$ cat src/rtl/branch_flag_unit_pkg.sv
// Shared definitions for the branch/flag unit: datapath width, condition codes,
// flag bit positions and FSM state encoding.
package branch_flag_unit_pkg;

   localparam int DSIZE = 16;

   localparam logic [2:0] COND_EQ = 3'b000;
   localparam logic [2:0] COND_NE = 3'b001;
   localparam logic [2:0] COND_GT = 3'b010;
   localparam logic [2:0] COND_LT = 3'b011;
   localparam logic [2:0] COND_GE = 3'b100;
   localparam logic [2:0] COND_LE = 3'b101;
   localparam logic [2:0] COND_OV = 3'b110;
   localparam logic [2:0] COND_AL = 3'b111;

   localparam int FLAG_Z = 0;
   localparam int FLAG_V = 1;
   localparam int FLAG_N = 2;

   typedef enum logic {
      ST_IDLE  = 1'b0,
      ST_FLUSH = 1'b1
   } state_t;

endpackage

$ cat src/rtl/branch_cond_eval.sv
// Combinational branch condition resolver: decides taken/not-taken from the
// effective {n, v, z} flags and a 3-bit condition code.
module branch_cond_eval (
   input  logic [2:0] flags,
   input  logic [2:0] cond,
   output logic       taken
);
   import branch_flag_unit_pkg::*;

   logic n, v, z;

   assign n = flags[FLAG_N];
   assign v = flags[FLAG_V];
   assign z = flags[FLAG_Z];

   always_comb begin
      taken = 1'b0;
      case (cond)
         COND_EQ: taken = z;
         COND_NE: taken = !z;
         COND_GT: taken = !z && !n;
         COND_LT: taken = n;
         COND_GE: taken = !n;
         COND_LE: taken = z || n;
         COND_OV: taken = v;
         COND_AL: taken = 1'b1;
         default: taken = 1'b0;
      endcase
   end

endmodule

$ cat src/rtl/branch_flag_unit.sv
// Architectural flag register plus conditional-branch resolution with registered
// PC redirect and multi-cycle flush. Optional BRANCH_STATS_EN adds branch counters.
module branch_flag_unit #(
   parameter int FLUSH_CYCLES = 2,
   parameter int DSIZE        = branch_flag_unit_pkg::DSIZE
) (
   input  logic             clk,
   input  logic             rst,
   input  logic             ex_valid,
   input  logic             ex_flag_we,
   input  logic [2:0]       alu_flag,
   input  logic             br_valid,
   input  logic [2:0]       br_cond,
   input  logic [DSIZE-1:0] br_pc,
   input  logic [7:0]       br_offset,
   output logic [2:0]       flag,
   output logic             redirect,
   output logic [DSIZE-1:0] redirect_pc,
   output logic             flush,
   output logic             busy
`ifdef BRANCH_STATS_EN
   ,
   output logic [15:0]      taken_cnt,
   output logic [15:0]      nottaken_cnt
`endif
);
   import branch_flag_unit_pkg::*;

   function automatic logic [15:0] sat_inc(input logic [15:0] val);
      return (val == 16'hFFFF) ? val : val + 16'd1;
   endfunction

   state_t            state;
   logic [2:0]        cnt;
   logic              flag_wr;
   logic [2:0]        eff_flag;
   logic              taken;
   logic              br_eval;
   logic signed [DSIZE-1:0] off_ext;
   logic [DSIZE-1:0]  target;

   // A flag-setting op retiring this cycle is forwarded to the branch in ID.
   assign flag_wr  = ex_valid && ex_flag_we;
   assign eff_flag = flag_wr ? alu_flag : flag;
   assign br_eval  = br_valid && (state == ST_IDLE);

   branch_cond_eval u_cond (
      .flags (eff_flag),
      .cond  (br_cond),
      .taken (taken)
   );

   // Target arithmetic wraps modulo 2^DSIZE by construction.
   assign off_ext = {{(DSIZE-8){br_offset[7]}}, br_offset};
   assign target  = br_pc + DSIZE'(1) + off_ext;

   always_ff @(posedge clk) begin
      if (rst) begin
         state       <= ST_IDLE;
         cnt         <= 3'd0;
         flag        <= 3'b000;
         redirect    <= 1'b0;
         redirect_pc <= '0;
         flush       <= 1'b0;
         busy        <= 1'b0;
      end else begin
         redirect <= 1'b0;
         if (flag_wr)
            flag <= alu_flag;
         case (state)
            ST_IDLE: begin
               if (br_eval && taken) begin
                  state       <= ST_FLUSH;
                  cnt         <= 3'(FLUSH_CYCLES - 1);
                  redirect    <= 1'b1;
                  redirect_pc <= target;
                  flush       <= 1'b1;
                  busy        <= 1'b1;
               end
            end
            ST_FLUSH: begin
               if (cnt == 3'd0) begin
                  state <= ST_IDLE;
                  flush <= 1'b0;
                  busy  <= 1'b0;
               end else begin
                  cnt <= cnt - 3'd1;
               end
            end
            default: state <= ST_IDLE;
         endcase
      end
   end

`ifdef BRANCH_STATS_EN
   always_ff @(posedge clk) begin
      if (rst) begin
         taken_cnt    <= 16'd0;
         nottaken_cnt <= 16'd0;
      end else if (br_eval) begin
         if (taken)
            taken_cnt <= sat_inc(taken_cnt);
         else
            nottaken_cnt <= sat_inc(nottaken_cnt);
      end
   end
`endif

endmodule

$ cat config.mk
export PLATFORM = sky130hd
export DESIGN_NAME = branch_flag_unit
export DESIGN_NICKNAME = d
export VERILOG_FILES = /design/src/rtl/branch_flag_unit_pkg.sv /design/src/rtl/branch_cond_eval.sv /design/src/rtl/branch_flag_unit.sv
export SDC_FILE = /design/constraint.sdc
export NUM_CORES = 1
export LEC_CHECK = 0
export ABC_AREA = 1
export CELL_PAD_IN_SITES_DETAIL_PLACEMENT = 0
export CELL_PAD_IN_SITES_GLOBAL_PLACEMENT = 1
export CORE_MARGIN = 4
export CORE_UTILIZATION = 47
export CTS_CLUSTER_DIAMETER = 40
export DETAILED_ROUTE_END_ITERATION = 12
export DONT_BUFFER_PORTS = 1
export GPL_TIMING_DRIVEN = 0
export PLACE_DENSITY_LB_ADDON = 0.1
export SLEW_MARGIN = 20
export SYNTH_ARGS = -nofsm -noshare
export SYNTH_HDL_FRONTEND = slang
export SYNTH_SLANG_ARGS = --single-unit
$ cat constraint.sdc
create_clock -name clk -period 5.1 [get_ports clk]
set_clock_uncertainty 0.15 [all_clocks]
set_input_delay 0.765 -clock clk [delete_from_list [all_inputs] [get_ports clk]]
set_output_delay 0.765 -clock clk [all_outputs]
set_load 0.05 [all_outputs]
# Word level (Yosys, flattened, before mapping)
# Index checks and enable logic that the tools add are counted.
[word_totals]
out_inout_bits = 22
reg_bits = 25
[classes]
eq_ne = 10
addsub = 3
n_mux = 11
n_reduce_logical = 13
bitwise = 1
[op_table]
columns = ["operator", "count"]
rows = [
  ["adder 16 x 1 -> 16 bit (second input constant)", 1],
  ["adder 16 bit", 1],
  ["equality test 3 bit (second input constant)", 4],
  ["two-way mux 3 bit", 3],
  ["one-hot mux 1 bit (8 select lines)", 1],
  ["equality test 3 x 2 -> 1 bit (second input constant)", 2],
  ["logical NOT 3 bit", 2],
  ["one-hot mux 3 bit (2 select lines)", 1],
  ["AND reduction 2 bit", 3],
  ["logical AND 1 bit", 4],
  ["two-way mux 1 bit", 4],
  ["inequality test 2 x 1 -> 1 bit (second input constant)", 2],
  ["one-hot mux 1 bit (2 select lines)", 2],
  ["equality test 3 x 1 -> 1 bit (second input constant)", 1],
  ["subtractor 3 x 1 -> 3 bit (second input constant)", 1],
  ["logical NOT 1 bit", 2],
  ["inequality test 2 bit (second input constant)", 1],
  ["OR reduction 2 bit", 1],
  ["logical OR 1 bit", 1],
  ["inverter 1 bit", 1],
]

# Depth between registers and ports, before layout
[logic_depth]
ltp_word = 8
mapped_depth = 13
ltp_nobuf = 13

# Modules after synthesis
# Synthesis repeated with hierarchy kept, for this count alone.
[unflattened]
cells_unflattened = 314
area_unflattened_um2 = 1940.6
[by_module_without_submodules]
columns = ["mod", "n_inst", "area_each_um2", "seq_area_each_um2", "cells_each"]
rows = [
  ["branch_flag_unit", 1, 1854.3, 500.5, 294],
  ["branch_cond_eval", 1, 86.3, 0.0, 20],
]

# Worst setup path after synthesis
# No wires, ideal clock.
[synth_path]
kind = "input to register"
start = "input br_pc[0]"
end = "register redirect_pc[8]"
t_required_ns = 4.836
n_path_buf = 0
path_stages = 11
t_arrival_ns = 2.120
path_slack_ns = 2.716
cell_sequence = "inv_1 ha_1 inv_1 fa_1 nand3_1 nand2_1 nand3_1 nand2_1 or2_2 a21oi_1 nor2_1"
[synth_via]
elab_chain_cells = 2
[synth_lines]
columns = ["element", "line_no", "text"]
rows = [
  ["start: declaration", "branch_flag_unit.sv:14", "input logic [DSIZE-1:0] br_pc,"],
  ["adder 16 x 1 -> 16 bit", "branch_flag_unit.sv:55", "assign target = br_pc + DSIZE'(1) + off_ext;"],
  ["adder 16 bit", "branch_flag_unit.sv:55", ""],
  ["end signal: assignment", "branch_flag_unit.sv:76", "redirect_pc <= target;"],
  ["end: declaration", "branch_flag_unit.sv:18", "output logic [DSIZE-1:0] redirect_pc,"],
]
# Every way passes these cells.
# A chain may end at the register's enable or synchronous reset.

# Final worst setup path
# Ends and elaborated chain as after synthesis.

==> run metrics <==
gpl congestion=0.824; final setup vio count=0; CP max FO=3; Yosys warning count=0; Area contributors post-synth=dfxtp_1 26%, nand2_1 18%, ha_1 11%; wire length per cell=11.8 um; Synth Instances=291; clock latency on the worst-skew pair=0.28 ns; 1st-pass router iterations=5; CP Data Required Time=5.13 ns; most frequent cell after synthesis=nand2_1; outcome=finished clean; hold path cells=2; ys async rst share=0; Synth top cells by count=89 x nand2_1, 41 x inv_1, 32 x a21oi_1; largest net degree at the start of global routing=15; register area=500 um2; post-DR vias/cell=4.92; CTS Buf Count=3; Antenna Diode Count=0; P_sw=244 uW; via total after detailed routing=1,688; Initial Util=0.504; hpwl dp=3370 um; post-CTS resize count=0; FF-to-FF path depth=10; Critical Path AT=2.29 ns; kind of critical path=primary input to flop; part of the cycle the worst path needs=0.444; critical path launch point type=primary input; area of the multi-input gates=0.00119 mm2; Peak Freq=442 MHz; Total GRT Usage=0.169; number of synthesized register bits=25; P&R area growth vs syn=5.59%; Core ar.=0.00377 mm2; final hold vios=0; row cnt=22; Residual DRC=0; RSZ-0062 raised after global routing=no; predominant post-synthesis flop cell=dfxtp_1; Internal Power=338 uW; CTS Sinks=25; syn nets=344; Tmin final=2.26 ns; Gate power share=0.297; layout cell share with drive strength beyond 1=0.0915; PD cells=290 mW/mm2; die footprint=0.00513 mm2; Slew Limit Fails=0; Fill cells=418; Netlist cell types=23; top cell type's share of synthesized area=0.263; number of H-tree levels=1; first-pass GRT wire length=7030 um; CTS Hold Bufs=0; TritonCTS clock tree=built; initial antenna violation count=0; worst-margin pin slew=0.541 ns; IO Count=57; Cell Area, Synth=0.00190 mm2; clk slew on worst S/H paths=0.08 ns; Hold WC Path Type=flop to flop; Non-Filler Instances=343; DP Cell Count=339; Routed Antenna Nets=0; max_slew headroom=0.639; max_cap viols=0; Die W=71.6 um; Pwr Total=582 uW; Worst setup EP type=flop; Switching Share=0.419; grt ovf=0; sequential share of power=0.492; root buf cell=clkbuf_8; Leak=1.06 nW; Post-synth EDFFs=0; I/O Buffers=0; clock share of power=0.211; Final #Nets=349; setup tns final=0 ns; Synth area leader=dfxtp_1; vias in the first global route=1,610; Iter 0 DRT Violations=43; Avg Cell Area, Syn=6.54 um2; maximum VDD drop=0.000115 V; final WL=4060 um; Setup Buffers After CTS=0; Seq/Total Area, Yosys=0.263; Max clock buf depth=2; die span in y=71.6 um
[power groups by stage]
stage / clock network [mW] / registers (mW) / logic (mW)
6_report: 0.123 / 0.287 / 0.173
5_1_grt: 0.132 / 0.289 / 0.202
4_1_cts: 0.124 / 0.287 / 0.175
3_5_place_dp: 0 / 0.292 / 0.174
3_3_place_gp: 0 / 0.292 / 0.174
2_1_floorplan: 0 / 0.287 / 0.145
[layer usage]
metal,wire [um],up-vias,global-route usage
met5,0,-,0
met4,61,0,0.0626
met3,225,5,0.0266
met2,1800,47,0.272
met1,1970,706,0.228
li1,-,930,-
[layout by cell type, fill, tap and decap left out, types with 5 or more instances in the layout]
master / n
nor2_1: 21
xnor2_1: 5
ha_1: 17
a21oi_1: 32
nand2_1: 89
nand2_2: 6
dfxtp_1: 25
a21o_1: 5
a21oi_2: 6
inv_1: 41
nand3_1: 24
[cells by family after synthesis]
group / Yosys count / share of synthesized area
simple gates: 146 / 0.327
buf+inv: 48 / 0.111
compound gates: 46 / 0.139
flops: 25 / 0.263
fa+ha+maj: 18 / 0.122
xor+xnor: 8 / 0.0368
[final timing paths]
path	from	to	slack, ns
worst min register to register	cnt[1]	cnt[1]	0.33
worst max-delay path	br_pc[0]	redirect_pc[8]	2.84
worst max register to register	flag[0]	redirect_pc[15]	3.15
worst min-delay path	cnt[1]	cnt[1]	0.33
[cell type report]
cell class | count | share of cell area
multi-input cells | 218 | 0.593
inverters | 42 | 0.0798
plain buffers | 6 | 0.0255
clock inverters | 1 | 0.00249
well taps | 48 | 0.0299
clock buffers | 3 | 0.0206
flip-flops and latches | 25 | 0.249
[per-stage QoR]
step / hold WS, ns / setup slack (ns) / instance area, um2 / util
floorplan: 0.307 / 2.72 / 1900 / -
global placement: 0.317 / 2.52 / 1960 / 0.520
detailed placement: 0.325 / 2.51 / 1960 / 0.520
CTS: 0.338 / 2.80 / 2010 / 0.533
global route: 0.372 / 2.72 / 2010 / 0.533
finish: 0.335 / 2.84 / 2010 / 0.533
[registers in the layout, summed over array words and instances, names as in the netlist]
register,flops
redirect,1
redirect_pc,16
state,1
flag,3
cnt,3
busy,1
[worst max-delay path: stages]
cell	delay (ns)
inv_1	0.03
ha_1	0.15
inv_1	0.06
fa_1	0.40
nand3_1	0.10
nand2_1	0.10
nand3_1	0.08
nand2_1	0.08
or2_2	0.27
a21oi_1	0.18
nor2_1	0.05
Note: power is estimated with default switching activity, not from simulation.
